## src/rtl/sh7034_exc_seq.sv

```systemverilog
// SH7034 interrupt acceptance sequencer: pushes SR/PC, fetches the handler vector through VBR,
// then hands the new PC and I-mask to the CPU. Every state update is qualified by the clock enable.
module sh7034_exc_seq #(
    parameter int unsigned MAX_WAIT = 0
) (
    input  logic        i_clk,
    input  logic        i_rst,
    input  logic        i_ceR,
    input  logic        i_intReq,
    input  logic [3:0]  i_intLvl,
    input  logic [7:0]  i_intVec,
    input  logic        i_accept,
    input  logic [31:0] i_srIn,
    input  logic [31:0] i_pcIn,
    input  logic [31:0] i_r15In,
    input  logic [31:0] i_vbrIn,
    output logic        o_intAck,
    output logic        o_vectReq,
    output logic        o_busReq,
    output logic        o_busWe,
    output logic [31:0] o_busA,
    output logic [31:0] o_busDo,
    input  logic [31:0] i_busDi,
    input  logic        i_busWait,
    output logic [31:0] o_r15Out,
    output logic        o_r15We,
    output logic [31:0] o_newPc,
    output logic [3:0]  o_newSrI,
    output logic        o_newPcVld,
    output logic        o_busy,
    output logic        o_err
);

    typedef enum logic [2:0] {
        ST_IDLE,
        ST_ACK,
        ST_PUSH_SR,
        ST_PUSH_PC,
        ST_VEC_RD,
        ST_DONE
    } state_t;

    state_t      r_state;
    state_t      w_nextState;

    logic [3:0]  r_lvl;
    logic [7:0]  r_vec;
    logic [31:0] r_sr;
    logic [31:0] r_pc;
    logic [31:0] r_sp;
    logic [31:0] r_vbr;
    logic [31:0] r_newPc;
    logic [31:0] r_waitCnt;
    logic        r_r15We;
    logic        r_err;

    logic        w_accept;
    logic        w_timeout;
    logic        w_abort;
    logic        w_pushPcDone;

    assign w_accept     = (r_state == ST_IDLE) && i_intReq && i_accept;
    assign w_timeout    = (MAX_WAIT != 0) && i_busWait && (r_waitCnt == 32'(MAX_WAIT - 1));
    assign w_abort      = o_busReq && w_timeout;
    assign w_pushPcDone = (r_state == ST_PUSH_PC) && !i_busWait;

    // Bus outputs decode purely from the state and latched operands, so they hold steady through stalls.
    always_comb begin
        w_nextState = r_state;
        o_intAck    = 1'b0;
        o_busReq    = 1'b0;
        o_busWe     = 1'b0;
        o_vectReq   = 1'b0;
        o_busA      = 32'h0;
        o_busDo     = 32'h0;
        o_newPcVld  = 1'b0;
        case (r_state)
            ST_IDLE: begin
                if (i_intReq && i_accept) w_nextState = ST_ACK;
            end
            ST_ACK: begin
                o_intAck    = 1'b1;
                w_nextState = ST_PUSH_SR;
            end
            ST_PUSH_SR: begin
                o_busReq = 1'b1;
                o_busWe  = 1'b1;
                o_busA   = r_sp - 32'd4;
                o_busDo  = r_sr;
                if (!i_busWait)     w_nextState = ST_PUSH_PC;
                else if (w_timeout) w_nextState = ST_IDLE;
            end
            ST_PUSH_PC: begin
                o_busReq = 1'b1;
                o_busWe  = 1'b1;
                o_busA   = r_sp - 32'd8;
                o_busDo  = r_pc;
                if (!i_busWait)     w_nextState = ST_VEC_RD;
                else if (w_timeout) w_nextState = ST_IDLE;
            end
            ST_VEC_RD: begin
                o_busReq  = 1'b1;
                o_vectReq = 1'b1;
                o_busA    = r_vbr + {22'b0, r_vec, 2'b00};
                if (!i_busWait)     w_nextState = ST_DONE;
                else if (w_timeout) w_nextState = ST_IDLE;
            end
            ST_DONE: begin
                o_newPcVld  = 1'b1;
                w_nextState = ST_IDLE;
            end
            default: w_nextState = ST_IDLE;
        endcase
    end

    // State, operand latches, wait counter and the registered R15/ERR pulses; all frozen while CE is low.
    always_ff @(posedge i_clk or posedge i_rst) begin
        if (i_rst) begin
            r_state   <= ST_IDLE;
            r_lvl     <= 4'h0;
            r_vec     <= 8'h0;
            r_sr      <= 32'h0;
            r_pc      <= 32'h0;
            r_sp      <= 32'h0;
            r_vbr     <= 32'h0;
            r_newPc   <= 32'h0;
            r_waitCnt <= 32'h0;
            r_r15We   <= 1'b0;
            r_err     <= 1'b0;
        end else if (i_ceR) begin
            r_state <= w_nextState;
            r_r15We <= w_pushPcDone;
            r_err   <= w_abort;
            if ((MAX_WAIT != 0) && o_busReq && i_busWait && !w_timeout)
                r_waitCnt <= r_waitCnt + 32'd1;
            else
                r_waitCnt <= 32'h0;
            if (w_accept) begin
                r_lvl <= i_intLvl;
                r_vec <= i_intVec;
                r_sr  <= i_srIn;
                r_pc  <= i_pcIn;
                r_sp  <= i_r15In;
                r_vbr <= i_vbrIn;
            end
            if ((r_state == ST_VEC_RD) && !i_busWait)
                r_newPc <= i_busDi;
        end
    end

    assign o_r15We   = r_r15We;
    assign o_r15Out  = r_r15We ? (r_sp - 32'd8) : 32'h0;
    assign o_err     = r_err;
    assign o_busy    = (r_state != ST_IDLE);
    assign o_newPc   = (r_state == ST_DONE) ? r_newPc : 32'h0;
    assign o_newSrI  = (r_state == ST_DONE) ? r_lvl : 4'h0;

endmodule

```

## config.mk

```make
export PLATFORM = sky130hd
export DESIGN_NAME = sh7034_exc_seq
export DESIGN_NICKNAME = d
export VERILOG_FILES = /design/src/rtl/sh7034_exc_seq.sv
export SDC_FILE = /design/constraint.sdc
export NUM_CORES = 1
export LEC_CHECK = 0
export CORE_ASPECT_RATIO = 0.7
export CORE_MARGIN = 2
export CORE_UTILIZATION = 39
export CTS_BUF_LIST = sky130_fd_sc_hd__clkbuf_8
export CTS_CLUSTER_DIAMETER = 50
export DETAILED_ROUTE_END_ITERATION = 10
export GPL_ROUTABILITY_DRIVEN = 0
export GPL_TIMING_DRIVEN = 0
export PLACE_DENSITY = 0.7
export SYNTH_ARGS = -nofsm -noshare
export SYNTH_HDL_FRONTEND = slang
export SYNTH_SLANG_ARGS = --single-unit
```

## constraint.sdc

```tcl
create_clock -name i_clk -period 16.4 [get_ports i_clk]
set_input_delay 2.46 -clock i_clk [delete_from_list [all_inputs] [get_ports i_clk]]
set_output_delay 2.46 -clock i_clk [all_outputs]
set_load 0.01 [all_outputs]
```

==> results_dict.tcl <==
set metrics [dict create \
    status "completed" \
    io_pins 318 \
    cts.repair.resized 0 \
    dpl-instance-area_um2 13300 \
    cts_hold_buf 0 \
    tns_ns 0 \
    rows 48 \
    p_leak_nw 5.50 \
    seq_area_um2 4400 \
    ir_drop_v 0.0000961 \
    drive_gt1_share_pct 18.6 \
    die_area_um2 26200 \
    synthArstFlopShare_pct 100 \
    multi_input_area_um2 4960 \
    hp-start "r_lvl[2]" \
    hold_viol 0 \
    die_w_um 193 \
    pwr-share-seq_pct 34.0 \
    worst_slack_ns 10.04 \
    switchingPower_uw 918 \
    postCtsSetupRepairBufs 0 \
    nNetsFinal 1396 \
    start_kind "flip-flop" \
    fin_area_um2 13700 \
    grt_pass1_wl_mm 46.9 \
    clk_latency_ns 0.48 \
    synth_warnings 0 \
    syn-num-nets 1060 \
    clockPowerShare_pct 13.4 \
    firstDrtPassIters 5 \
    wirelength_mm 31.0 \
    syn-cell-area_um2 9710 \
    pre_cts_slack_ns 10.65 \
    seq_area_frac_synth_pct 45.3 \
    hold_path.class "flip-flop to flip-flop" \
    rsz0062_at_grt "no" \
    num_vias 8065 \
    grt_pass1_vias 8128 \
    maxCapViolCount 0 \
    cts_htree_levels 4 \
    start_util_pct 39.5 \
    core_um2 24600 \
    yosys.cell_count.top_type "dfrtp_1" \
    area_delta_synth_final_pct 41.1 \
    clock_skew_ns 0.0134 \
    hpwlAfterDp_mm 23.9 \
    critPathLaunch "r_sp[3]" \
    globalRouteOverflowTotal 0 \
    via_per_inst 5.22 \
    synth_ff_type "dfrtp_1" \
    cts_root_buffer "clkbuf_8" \
    intPower_mw 1.41 \
    cp_max_fo 9 \
    power.density_nw_per_um2 170 \
    yosys.area.top_type "dfrtp_1" \
    synth_common_cells "176 x dfrtp_1, 172 x mux2_2, 80 x nor2_1, 46 x clkbuf_1, 40 x xnor2_1" \
    ant_nets 0 \
    avgSynthCellArea_um2 11.2 \
    combPwrFrac_pct 52.6 \
    clockBufferDepth 2 \
    r2r-start "r_state[1]" \
    power_mw 2.33 \
    fmax_ghz 0.157 \
    setup.worst_path.class "flip-flop to output pin" \
    fillers 2169 \
    tightest_slew_ns 0.940 \
    die_h_um 136 \
    end_kind "output pin" \
    synth-edff-count 0 \
    post_drt_wl_per_cell_um 20.1 \
    antenna_found_initial 4 \
    ys_top_cells_by_area "dfrtp_1 45%, mux2_2 20%, xnor2_1 3.6%, xor2_1 3.3%, mux2i_1 3.3%" \
    drc 0 \
    grt_max_degree 93 \
    final-max-slew-violation-count 0 \
    post-route-min-period_ns 6.36 \
    critPathRequiredTime_ns 13.94 \
    synthCells 870 \
    clk_pin_slew_ns 0.10 \
    max_slew_margin_pct 37.3 \
    numCtsBuffers 17 \
    ys_ff_latch 176 \
    ys_types 58 \
    crit_arrival_ns 3.90 \
    drt_iter0_drc 387 \
    clkSinkCount 176 \
    sw_frac_of_total_pct 39.4 \
    synth.top_cell.area_share_pct 45.3 \
    io_buffers 316 \
    cts_tree "done" \
    track_usage_pct 23.9 \
    min_period_over_period_pct 38.8 \
    setup_violations 0 \
]
## cells in the final DEF (no fill, tap or decap), types with 4 or more instances in the layout
cell	synthesis	final
o211ai_1	7	7
a21oi_1	15	15
mux2i_1	32	32
or3_1	6	6
clkbuf_8	2	19
buf_6	6	6
clkbuf_1	46	46
nor4_1	7	7
a2111oi_0	4	4
inv_1	12	13
nand3_1	14	14
o21ai_0	16	16
a211oi_1	6	6
xnor2_1	40	40
o2111ai_1	6	6
or4_1	4	4
nand4_1	14	14
and2_1	39	39
inv_6	0	6
nor2_1	80	80
clkdlybuf4s50_1	0	316
mux2_2	172	172
nand2_1	25	25
and3_1	4	4
xor2_1	37	37
o22ai_1	26	26
buf_1	4	4
ha_1	11	11
nor3_1	16	16
dfrtp_1	176	176
## critical path, cell delays in order (launching register included)
cell	delay, ns
dfrtp_1	0.46
inv_1	0.15
ha_1	0.23
nor3b_2	0.55
nand4_1	0.54
nor4_1	0.46
xnor2_1	0.16
o22ai_1	0.26
clkdlybuf4s50_1	0.59
## worst paths after layout
check	end	slack, ns	depth (start not counted)
max in group asynchronous	r_sp[18]	13.09	3
hold / removal	r_lvl[2]	0.51	1
min in group asynchronous	r_newPc[13]	2.43	2
hold reg to reg	r_lvl[2]	0.51	1
setup / recovery	o_busA[25]	10.04	8
setup reg to reg	r_vbr[30]	13.84	5
## flip-flops by register name, indices dropped and copies added (netlist names)
register  count
r_state       3
r_pc         32
o_r15We       1
r_sp         32
r_lvl         4
r_newPc      32
r_vec         8
r_sr         32
r_vbr        32
## routing by layer
metal  global-route usage (%)  routed length [um]
met5                        0                  13
met4                     5.17                 473
met3                     8.11                2920
met2                     37.2               14200
met1                     32.2               13400
## final cells by class
class	count	share of cell area (%)
inverter	12	0.383
sequential	176	32.1
tap	325	2.97
buffer	62	2.25
clock buffer	17	1.71
antenna	1	0.0183
timing repair buffer	317	23.3
multi-input combinational	620	36.2
clock inverter	14	1.13
## power by group through the flow
| stage | clock network, mW | logic [mW] | registers [mW] |
|---|---|---|---|
| after detailed placement | 0 | 1.22 | 0.800 |
| final | 0.312 | 1.23 | 0.792 |
| after global routing | 0.336 | 1.32 | 0.820 |
| after global placement | 0 | 1.21 | 0.793 |
| after floorplan | 0 | 0.748 | 0.751 |
| after CTS | 0.321 | 1.23 | 0.790 |
## metrics by stage
step           hold WS, ns  util (%)  std cells
2_1_floorplan        0.471         -        870
3_3_place_gp         0.481      54.1       1511
3_5_place_dp         0.484      54.2       1512
4_1_cts              0.509      55.8       1543
5_1_grt              0.515      55.8       1544
6_report             0.506      55.8       1544
## kinds of logic (layout without fill, tap and decap cells)
kind of cell | Yosys count | in the layout | share of synthesized area [%]
AO/OA/AOI/OAI | 95 | 95 | 6.63
other | 1 | 2 | 0.0386
multiplexers | 204 | 204 | 23.2
XOR/XNOR | 77 | 77 | 6.94
AND/OR/NAND/NOR | 231 | 231 | 12.5
buffers and inverters | 74 | 422 | 3.63
adder cells (fa/ha/maj) | 12 | 12 | 1.62
flip-flops | 176 | 176 | 45.3
(Power assumes the default switching activity.)
